### config.mk
export PLATFORM = sky130hd
export DESIGN_NAME = uart_rx_fifo
export DESIGN_NICKNAME = d
export VERILOG_FILES = /design/src/rtl/uart_rx_fifo.sv
export SDC_FILE = /design/constraint.sdc
export NUM_CORES = 1
export LEC_CHECK = 0
export CAP_MARGIN = 20
export CORE_MARGIN = 8
export CORE_UTILIZATION = 43
export CTS_CLUSTER_SIZE = 28
export DETAILED_ROUTE_END_ITERATION = 16
export PLACE_DENSITY = 0.67
export RECOVER_POWER = 50
export SETUP_SLACK_MARGIN = 0.5
export SLEW_MARGIN = 30
export SYNTH_ARGS = -nofsm -noshare
export SYNTH_HDL_FRONTEND = slang
export SYNTH_SLANG_ARGS = --single-unit
### constraint.sdc
create_clock -name clk -period 3.1 [get_ports clk]
set_input_delay 0.62 -clock clk [delete_from_list [all_inputs] [get_ports clk]]
set_output_delay 0.62 -clock clk [all_outputs]
set_load 0.02 [all_outputs]
### src/rtl/uart_rx_fifo.sv
// rtl/uart_rx_fifo.sv - UART receiver with 3-sample majority voting and a first-word fall-through receive FIFO
// Defining UART_RX_PARITY_EN adds one even-parity bit after the data bits.
module uart_rx_fifo #(
  parameter int CLKS_PER_BIT = 9,
  parameter int DATA_BITS    = 8,
  parameter int FIFO_AW      = 2,
  parameter int TIMEOUT_CLKS = 20
) (
  input  logic                 clk,
  input  logic                 rst,
  input  logic                 rx,
  input  logic                 rd_en,
  output logic [DATA_BITS-1:0] rd_data,
  output logic                 rd_valid,
  output logic                 rx_bsy,
  output logic                 block_timeout,
  output logic                 frame_err,
  output logic                 overrun,
  output logic                 parity_err
);
  localparam int                DEPTH    = 1 << FIFO_AW;
  localparam logic [7:0]        MID      = 8'(CLKS_PER_BIT / 2);
  localparam logic [7:0]        LAST     = 8'(CLKS_PER_BIT - 1);
  localparam logic [2:0]        LAST_BIT = 3'(DATA_BITS - 1);
  localparam logic [15:0]       TO       = 16'(TIMEOUT_CLKS);
  localparam logic [FIFO_AW-1:0] PTR_ONE = FIFO_AW'(1);
  localparam logic [FIFO_AW:0]  CNT_ONE  = (FIFO_AW + 1)'(1);
  localparam logic [FIFO_AW:0]  CNT_FULL = (FIFO_AW + 1)'(DEPTH);

`ifdef UART_RX_PARITY_EN
  typedef enum logic [2:0] {IDLE, START, DATA, PARITY, STOP} state_t;
`else
  typedef enum logic [2:0] {IDLE, START, DATA, STOP} state_t;
`endif

  state_t               state_q;
  logic                 rx_s1_q, rx_s2_q, rx_prev_q;
  logic [7:0]           cnt_q;
  logic [2:0]           bit_idx_q;
  logic [DATA_BITS-1:0] shift_q;
  logic [1:0]           smp_q;
  logic [15:0]          idle_q;
  logic                 armed_q;
  logic                 frame_err_q, overrun_q, block_timeout_q;
  logic [DATA_BITS-1:0] mem_q [DEPTH];
  logic [FIFO_AW-1:0]   wr_ptr_q, rd_ptr_q;
  logic [FIFO_AW:0]     count_q;

  logic fall, maj, decide, par_bad, good_d, pop_d, push_d, overrun_d, full;

  assign fall = rx_prev_q & ~rx_s2_q;
  // third vote is the live synchronized sample at count M+1
  assign maj    = (smp_q[0] & smp_q[1]) | (smp_q[0] & rx_s2_q) | (smp_q[1] & rx_s2_q);
  assign decide = (state_q == STOP) && (cnt_q == MID + 8'd1);

`ifdef UART_RX_PARITY_EN
  logic par_q, parity_err_q;
  assign par_bad    = par_q ^ (^shift_q);
  assign parity_err = parity_err_q;
`else
  assign par_bad    = 1'b0;
  assign parity_err = 1'b0;
`endif

  assign full      = (count_q == CNT_FULL);
  assign pop_d     = rd_en && (count_q != '0);
  assign good_d    = decide && maj && !par_bad;
  assign push_d    = good_d && (!full || pop_d);
  assign overrun_d = good_d && full && !pop_d;

  assign rd_valid      = (count_q != '0);
  assign rd_data       = rd_valid ? mem_q[rd_ptr_q] : '0;
  assign rx_bsy        = (state_q != IDLE);
  assign frame_err     = frame_err_q;
  assign overrun       = overrun_q;
  assign block_timeout = block_timeout_q;

  always_ff @(posedge clk) begin
    if (!rst) begin
      state_q         <= IDLE;
      rx_s1_q         <= 1'b1;
      rx_s2_q         <= 1'b1;
      rx_prev_q       <= 1'b1;
      cnt_q           <= '0;
      bit_idx_q       <= '0;
      shift_q         <= '0;
      smp_q           <= '0;
      idle_q          <= '0;
      armed_q         <= 1'b0;
      frame_err_q     <= 1'b0;
      overrun_q       <= 1'b0;
      block_timeout_q <= 1'b0;
`ifdef UART_RX_PARITY_EN
      par_q           <= 1'b0;
      parity_err_q    <= 1'b0;
`endif
    end else begin
      rx_s1_q         <= rx;
      rx_s2_q         <= rx_s1_q;
      rx_prev_q       <= rx_s2_q;
      frame_err_q     <= 1'b0;
      block_timeout_q <= 1'b0;
      overrun_q       <= overrun_d;
`ifdef UART_RX_PARITY_EN
      parity_err_q    <= 1'b0;
`endif
      if (state_q != IDLE) cnt_q <= (cnt_q == LAST) ? 8'd0 : cnt_q + 8'd1;
      if (cnt_q == MID - 8'd1) smp_q[0] <= rx_s2_q;
      if (cnt_q == MID) smp_q[1] <= rx_s2_q;

      case (state_q)
        IDLE: if (fall) begin
          state_q <= START;
          cnt_q   <= '0;
        end
        START: begin
          if (cnt_q == MID + 8'd1 && maj) state_q <= IDLE;
          else if (cnt_q == LAST) begin
            state_q   <= DATA;
            bit_idx_q <= '0;
          end
        end
        DATA: begin
          if (cnt_q == MID + 8'd1) shift_q <= {maj, shift_q[DATA_BITS-1:1]};
          if (cnt_q == LAST) begin
`ifdef UART_RX_PARITY_EN
            if (bit_idx_q == LAST_BIT) state_q <= PARITY;
`else
            if (bit_idx_q == LAST_BIT) state_q <= STOP;
`endif
            else bit_idx_q <= bit_idx_q + 3'd1;
          end
        end
`ifdef UART_RX_PARITY_EN
        PARITY: begin
          if (cnt_q == MID + 8'd1) par_q <= maj;
          if (cnt_q == LAST) state_q <= STOP;
        end
`endif
        STOP: if (decide) begin
          state_q     <= IDLE;
          armed_q     <= 1'b1;
          frame_err_q <= !maj;
`ifdef UART_RX_PARITY_EN
          parity_err_q <= maj && par_bad;
`endif
        end
        default: state_q <= IDLE;
      endcase

      // idle count saturates at TO; a new falling edge restarts it
      if (state_q == IDLE && !fall) begin
        if (idle_q != TO) begin
          idle_q <= idle_q + 16'd1;
          if (idle_q + 16'd1 == TO && armed_q) begin
            block_timeout_q <= 1'b1;
            armed_q         <= 1'b0;
          end
        end
      end else begin
        idle_q <= '0;
      end
    end
  end

  always_ff @(posedge clk) begin
    if (!rst) begin
      wr_ptr_q <= '0;
      rd_ptr_q <= '0;
      count_q  <= '0;
    end else begin
      if (push_d) wr_ptr_q <= wr_ptr_q + PTR_ONE;
      if (pop_d) rd_ptr_q <= rd_ptr_q + PTR_ONE;
      case ({push_d, pop_d})
        2'b10:   count_q <= count_q + CNT_ONE;
        2'b01:   count_q <= count_q - CNT_ONE;
        default: count_q <= count_q;
      endcase
    end
  end

  always_ff @(posedge clk) begin
    if (push_d) mem_q[wr_ptr_q] <= shift_q;
  end
endmodule

# ---- Yosys cells after proc, flatten, opt, wreduce, memory -nomap -nowiden
# Memory sizes are Yosys's and may differ from the RTL's. A register that Yosys moved wholly into a read port is not among the register bits.
# Cells that the tools add are included.
dict set report op_classes {
  n_addsub 7
  n_eq_ne 21
  muxes 28
  bitwise_logic 7
  reduce_logical 25
}
# operator count
set op_table {}
lappend op_table {{$mux W8} 5}
lappend op_table {{$mux W3} 10}
lappend op_table {{$add A16 B1 Y16 const B} 1}
lappend op_table {{$eq A16 B5 Y1 const B} 1}
lappend op_table {{$eq A8 B3 Y1 const B} 2}
lappend op_table {{$ne A16 B5 Y1 const B} 1}
lappend op_table {{$ne A2 B2 Y1 const B} 7}
lappend op_table {{$pmux W3 S2} 2}
lappend op_table {{$pmux W3 S4} 1}
lappend op_table {{$reduce_and A5 Y1} 2}
lappend op_table {{$logic_and A1 B1 Y1} 9}
lappend op_table {{$add A8 B1 Y8 const B} 1}
lappend op_table {{$eq A8 B2 Y1 const B} 1}
lappend op_table {{$eq A8 B4 Y1 const B} 1}
lappend op_table {{$mux W1} 8}
lappend op_table {{$add A3 B1 Y3 const B} 2}
lappend op_table {{$eq A3 B2 Y1 const B} 2}
lappend op_table {{$eq A3 B3 Y1 const B} 2}
lappend op_table {{$reduce_and A3 Y1} 2}
lappend op_table {{$reduce_bool A3 Y1} 2}
lappend op_table {{$add A2 B1 Y2 const B} 2}
lappend op_table {{$and A1 B1 Y1} 4}
lappend op_table {{$logic_not A1 Y1} 4}
lappend op_table {{$mux W2} 2}
lappend op_table {{11 further kinds} 14}
dict set report totals {
  reg_bits 54
  ramBits 32
  elab_cells 106
  n_memories 1
}
# memory depth width rd rd_clocked_by_memory_dff wr line
set mem_list {}
lappend mem_list {mem_q 4 8 1 1 1 45} ;# logic [DATA_BITS-1:0] mem_q [DEPTH];

# ---- Longest topological paths before layout
# Gate-level depths: netlist of the first run.
dict set report depth {
  depth_word 7
  mapped_depth 10
  depth_no_buf 9
}

# ---- Least setup slack after synthesis of the first run
# OpenSTA, ideal clock, no wires.
dict set report synth_timing {
  path_type {register to register}
  from {reg cnt_q[1]}
  to {reg count_q[2]}
  setup_time_ps 132
  arrival_time_ps 2339
  path_slack_ps 629
  path_stages_with_launch 11
  period_less_slack_ps 2471
  path_cell_list {dfxtp_1 inv_1 ha_1 and3b_1 nand4_1 clkbuf_1 nand3_1 fa_1 or3_1 a31oi_1 a21oi_1}
}
dict set report synth_via {
  elab_chain_len 6
  elab_cells_between_ends 8
}
# item line
set synth_lines {}
lappend synth_lines {{start, declared} 38} ;# logic [7:0] cnt_q;
lappend synth_lines {{start signal, assigned} 107} ;# if (state_q != IDLE) cnt_q <= (cnt_q == LAST) ? 8'd0 : cnt_q + 8'd1;
lappend synth_lines {{$eq A8 B3 Y1 *} 54} ;# assign decide = (state_q == STOP) && (cnt_q == MID + 8'd1);
lappend synth_lines {{$logic_and A1 B1 Y1 *} 54}
lappend synth_lines {{$logic_and A1 B1 Y1 *} 67} ;# assign good_d = decide && maj && !par_bad;
lappend synth_lines {{$logic_and A1 B1 Y1 *} 68} ;# assign push_d = good_d && (!full || pop_d);
lappend synth_lines {{$eq A2 B1 Y1 or $eq A2 B2 Y1 (tied branches)} 174} ;# case ({push_d, pop_d})
lappend synth_lines {{$pmux W3 S2 or $reduce_bool A2 Y1 (tied branches)} -}
lappend synth_lines {{end signal, assigned} 175} ;# 2'b10: count_q <= count_q + CNT_ONE;
lappend synth_lines {{end signal, assigned} 176} ;# 2'b01: count_q <= count_q - CNT_ONE;
lappend synth_lines {{end signal, assigned} 177} ;# default: count_q <= count_q;
lappend synth_lines {{end, declared} 47} ;# logic [FIFO_AW:0] count_q;
# Every way passes the cells marked *; elsewhere a longest branch is shown, timed or not.
# A chain may end at the register's enable or synchronous reset.

==> results of run 1 <==
[how the worst min path moves through the flow]
stage | startpoint | to | slack, ns
3_5_place_dp | rx_s1_q$_SDFF_PN1_ | rx_s2_q$_SDFF_PN1_ | 0.40
2_1_floorplan | rx_s1_q$_SDFF_PN1_ | rx_s2_q$_SDFF_PN1_ | 0.39
3_3_place_gp | rx_s1_q$_SDFF_PN1_ | rx_s2_q$_SDFF_PN1_ | 0.39
5_1_grt | rx_s1_q$_SDFF_PN1_ | rx_s2_q$_SDFF_PN1_ | 0.44
6_report | rx_s1_q$_SDFF_PN1_ | rx_s2_q$_SDFF_PN1_ | 0.42
4_1_cts | rx_s1_q$_SDFF_PN1_ | rx_s2_q$_SDFF_PN1_ | 0.43
[cell usage after synthesis (11+ instances only)]
master    instances
a21oi_1          11
clkbuf_1         20
dfxtp_1          55
edfxtp_1         32
ha_1             11
inv_1            12
mux2i_1          14
nand2_1          18
nand3_1          14
nand4_1          12
nor2_1           47
xnor2_1          12
[cells by family after synthesis]
kind of cell | count (synthesis) | share of synthesized area
DFF | 87 | 0.5107
muxes | 25 | 0.08770
adders and majority gates | 13 | 0.04152
buffers and inverters | 35 | 0.03377
AOI/OAI and AO/OA | 44 | 0.07747
other | 1 | 0.0009288
xor gates and xnor gates | 20 | 0.04338
and+or+nand+nor | 155 | 0.2045
[area by class of cell]
cell class | count | area [um2]
timing repair buffer | 25 | 211.5
clock inverter | 7 | 101.3
sequential | 87 | 2067
tap | 111 | 138.9
inverter | 13 | 48.80
fill | 860 | 4677
clock buffer | 9 | 123.9
multi-input combinational | 258 | 1828
[flip-flops by register name, indices dropped and copies added, names as in the netlist, 3 cells and up, named ones only]
signal	count
count_q	3
cnt_q	8
mem_q	32
bit_idx_q	3
shift_q	8
idle_q	16
[metal layers]
layer  vias to the layer above  track usage  part of all wire
met2                        41       0.1868              0.45
met5                         -            0                 0
met3                         9      0.02449             0.035
met1                      1301       0.1556              0.50
li1                       1384            -                 -
met4                         0      0.05506             0.017
[power groups by stage]
stage	registers [mW]	clock network, mW	logic [mW]
final	1.19	0.889	0.0582
after global routing	1.19	0.956	0.0662
after CTS	1.19	0.909	0.0609
after detailed placement	1.22	0	0.0609
after global placement	1.21	0	0.0598
after floorplan	1.21	0	0.0448
[stage by stage]
stage	power, mW	hold slack (ns)	cells	utilization	cell area (um2)
finish	2.135	0.4217	510	0.4914	4519
global route	2.211	0.4423	510	0.4914	4519
floorplan	1.256	0.3863	380	-	4038
CTS	2.158	0.4304	508	0.4922	4527
detailed placement	1.276	0.3977	490	0.4661	4287
global placement	1.275	0.3896	490	0.4661	4287
[timing repair]
item                                    CTS  global route
pin swaps                                 0             1
buffers inserted                          2             2
gates resized for setup                  10             1
endpoints found under the hold margin     0             0
endpoints found under the setup margin    8             1
==> results.yml, run 1 <==
outcome:
  status: "finished clean"
worst_setup_path:
  path_cells: "dlygate4sd3_1 > clkinv_1 > clkbuf_1 > or3_1 > o21ai_0 > nand2_1 > o41ai_1"
  path_class: "in -> reg"
  ff2ff_path_depth: 4
  rr_startpoint: "cnt_q[4]$_SDFF_PN0_"
  critPathLaunch: "rst"
  required_ns: 3.30
  critical_path_buf_inv_count: 3
  cp-end-kind: "flip-flop"
  critPathCapture: "cnt_q[5]$_SDFF_PN0_"
  crit_family: "buffers and inverters"
  cp-start-kind: "input port"
  critPathMaxStageDelay_ns: 0.85
  cp_num_cells: 7
  crit_path_max_fanout: 26
  cp_data_arrival_time_ns: 2.81
  cp_slowest_cell: "clkbuf_1"
  rrSetupSlack_ns: 0.62
  worstReg2RegEnd: "mem_q[1][7]$_DFFE_PP_"
routing:
  drtAntennaViolNets: 0
  vias: 2735
  routed_wl_um: 7261
  post_drt_wl_per_cell_um: 14.24
  drcViolationCount: 0
  drt_first_iter_violations: 137
  dr.pass1.iters: 4
  drt-vias-per-instance: 5.363
floorplanning:
  die_h_um: 112.9
  row_count: 35
  die-area_um2: 12750
  coreArea_um2: 9196
  num_io_pins: 18
  start_util: 0.4390
  die_w_um: 112.9
sta:
  drv_slew: 0
  finalClockSkew_ns: 0.01178
  tns_ns: 0
  relSlewSlack: 0.2331
  layout_setup_ws_ns: 0.4922
  rsz0062_at_grt: "false"
  post-route-period-util: 0.8412
  final-setup-viol-count: 0
  timing.final.hold_violations: 0
  worst_pin_slew_ns: 1.150
  period_needed_ns: 2.608
  max_freq_ghz: 0.3835
power_and_ir_drop:
  switching_power_uw: 472.3
  power.leakage_nw: 1.571
  clockPowerShare: 0.416
  ir_worst_vdd_mv: 0.2232
  pwr_density_cell_nw_per_um2: 472.5
  power.internal_mw: 1.663
  pwr-share-comb: 0.027
  p_seq_frac: 0.556
  swShare: 0.2212
synth:
  avgSynthCellArea_um2: 10.63
  yosys_warnings: 0
  synthFlopType: "dfxtp_1"
  synth_seq_area_share: 0.5107
  synth-edff-count: 32
  synth_area_leaders: "dfxtp_1 (27%), edfxtp_1 (24%), mux4_2 (4.5%), nor2_1 (4.4%), mux2i_1 (3.5%)"
  yosys.area.top_type_share: 0.2727
  synth_top_cell_by_area: "dfxtp_1"
  ys_ff_latch: 87
  netlist_area_um2: 4038
  synthArstFlopShare: 0
  yosysUniqueCellTypes: 57
  syn_nets: 396
  synth_cells: 380
placement:
  dp.final_hpwl_um: 5157
  gp_congestion: 0.8091
  place_ws_ns: 0.5267
  io_buffers: 16
clock_network:
  clockBufferDepth: 2
  cts_root_buf: "clkbuf_8"
  cts_tree: "yes"
  clkTransAtPathRegs_ns: 0.09
  clkSinkCount: 87
  htree_levels: 3
  postCtsHoldBufs: 0
  worstSkewPairLatency_ns: 0.35
  cts-buffers-inserted: 9
min_path:
  min_path_type: "reg -> reg"
  hold_depth: 1
global_route:
  grt_max_degree: 27
  grt_overflow: 0
  grt_pass1_wl_um: 12440
  gr-usage-all-layers: 0.1194
  grt_antenna_before_repair: 0
  grt_pass1_vias: 2609
run:
  drv.max_cap_violation_count: 0
final_layout:
  antennaDiodeCount: 0
  drive_gt1_frac: 0.1178
  layout_common_cells: "dfxtp_1 (53), nor2_1 (47), edfxtp_1 (32)"
  final_nets: 410
  area_growth_pct: 11.93
  final_common_cell: "dfxtp_1"
No activity file was read; power rests on OpenSTA's default activity.
==> run 2, diff against run 1 <==
Settings changed: PLACE_DENSITY 0.67 to 0.69.
Clock period 3.1 ns to 2.3 ns, I/O delays scaled along.
==> results.yml, run 2 (same netlist as run 1, synthesis figures left out) <==
clock_network:
  postCtsHoldBufs: 0
  clkSinkCount: 87
  cts_root_buf: "clkbuf_8"
  htree_levels: 3
  cts_tree: "yes"
  clkTransAtPathRegs_ns: 0.09
  cts-buffers-inserted: 9
  clockBufferDepth: 2
  worstSkewPairLatency_ns: 0.35
routing:
  routed_wl_um: 8300
  dr.pass1.iters: 4
  post_drt_wl_per_cell_um: 15.04
  drt_first_iter_violations: 134
  vias: 3034
  drcViolationCount: 0
  drt-vias-per-instance: 5.496
  drtAntennaViolNets: 0
floorplanning:
  coreArea_um2: 9196
  die_w_um: 112.9
  die-area_um2: 12750
  start_util: 0.4390
  row_count: 35
  num_io_pins: 18
  die_h_um: 112.9
global_route:
  grt_pass1_vias: 2792
  gr-usage-all-layers: 0.1312
  grt_overflow: 0
  grt_pass1_wl_um: 13700
  grt_max_degree: 17
  grt_antenna_before_repair: 0
final_layout:
  finalNonFillerCells: 552
  drive_gt1_frac: 0.2993
  top_regs: "mem_q: 32 flops, idle_q: 16 flops"
  area_growth_pct: 24.64
  largest_reg_flops: 32
  antennaDiodeCount: 0
  layout_common_cells: "nor2_1 (47), dfxtp_1 (42), buf_4 (35)"
  final_nets: 452
  final_common_cell: "nor2_1"
  final_cell_area_um2: 5032
  regMostFlops: "mem_q"
outcome:
  status: "finished clean"
worst_setup_path:
  crit_path_max_fanout: 8
  rrSetupSlack_ns: 0.09
  ff2ff_path_depth: 4
  path_class: "reg -> reg"
  cp-end-kind: "flip-flop"
  cp-start-kind: "flip-flop"
  cp_data_arrival_time_ns: 2.27
  critPathLaunch: "cnt_q[7]$_SDFF_PN0_"
  required_ns: 2.36
  critPathCapture: "mem_q[0][0]$_DFFE_PP_"
  rr_startpoint: "cnt_q[7]$_SDFF_PN0_"
  worstReg2RegEnd: "mem_q[0][0]$_DFFE_PP_"
placement:
  dp.final_hpwl_um: 5667
  io_buffers: 16
  gp_congestion: 0.7855
  place_inst: 506
  placed_cell_area_um2: 4453
sta:
  max_freq_ghz: 0.4518
  tns_ns: 0
  timing.final.hold_violations: 0
  timing.hold.ws_ns: 0.4206
  post-route-period-util: 0.9624
  final-setup-viol-count: 0
  period_needed_ns: 2.213
  drv_slew: 0
  worst_pin_slew_ns: 0.6770
  rsz0062_at_grt: "true"
  relSlewSlack: 0.5487
  finalClockSkew_ns: 0.01394
power_and_ir_drop:
  ir_worst_vdd_mv: 0.2468
  power.leakage_nw: 1.817
  power_mw: 2.797
  pwr_density_cell_nw_per_um2: 555.8
run:
  drv.max_cap_violation_count: 0
min_path:
  min_path_type: "reg -> reg"
run 2: cell count changes in the layout (fill, tap and decap cells not counted), sizes merged:
cell / before / now
buf: 7 / 55
dlygate4sd2: 7 / 0
clkbuf: 11 / 15
clkinv: 1 / 4
clkdlybuf4s50: 5 / 3
bufinv: 2 / 1
clkinvlp: 2 / 1
dlygate4sd3: 4 / 3
inv: 15 / 14
run 2: where the power goes:
group	leakage, nW	switching (mW)	internal (mW)	total, mW
Sequential	0.747	0.00886	1.59	1.60
Combinational	0.968	0.0666	0.0517	0.118
Clock	0.102	0.562	0.516	1.08
Total	1.82	0.638	2.16	2.80
run 2: final cells by class:
type,count,area (um2)
repair buffers,67,589.3
clock inverters,7,81.33
clock buffers,9,123.9
fillers,778,4164
flip-flops and latches,87,2083
well taps,111,138.9
multi-input cells,258,1967
inverters,13,48.80
run 2: worst min-delay path by stage:
stage / startpoint / to / cells past startpoint
2_1_floorplan: rx_s1_q$_SDFF_PN1_ / rx_s2_q$_SDFF_PN1_ / 1
3_3_place_gp: rx_s1_q$_SDFF_PN1_ / rx_s2_q$_SDFF_PN1_ / 1
3_5_place_dp: rx_s1_q$_SDFF_PN1_ / rx_s2_q$_SDFF_PN1_ / 1
4_1_cts: rx_s1_q$_SDFF_PN1_ / rx_s2_q$_SDFF_PN1_ / 1
5_1_grt: rx_s1_q$_SDFF_PN1_ / rx_s2_q$_SDFF_PN1_ / 1
6_report: rx_s1_q$_SDFF_PN1_ / rx_s2_q$_SDFF_PN1_ / 1
run 2: critical path: stages (launching register included):
cell     delay (ns)
dfxtp_2        0.33
or4_4          0.53
or4b_4         0.55
a41oi_4        0.25
and2_4         0.27
run 2: timing repair:
action                     4_1_cts  5_1_grt
setup buffers                    8       21
resized for setup               75       46
hold endpoints to repair         0        0
setup endpoints to repair       65       79
cloned                           1        0
pin swaps                       16       26
run 2: layer usage:
| metal | part of all wire | routed length, um | GRT usage | vias to the layer above |
|---|---|---|---|---|
| met5 | 0 | 0 | 0 | - |
| met4 | 0.014 | 120 | 0.05151 | 0 |
| met3 | 0.051 | 425 | 0.02609 | 12 |
| met2 | 0.47 | 3874 | 0.2059 | 73 |
| met1 | 0.47 | 3880 | 0.1741 | 1479 |
| li1 | - | - | - | 1470 |
run 2: stage by stage:
stage          setup slack, ns  utilization
2_1_floorplan          0.08281            -
3_3_place_gp           0.08118       0.4842
3_5_place_dp         -0.001293       0.4842
4_1_cts                0.06252       0.5273
5_1_grt                0.01677       0.5472
6_report               0.08657       0.5472
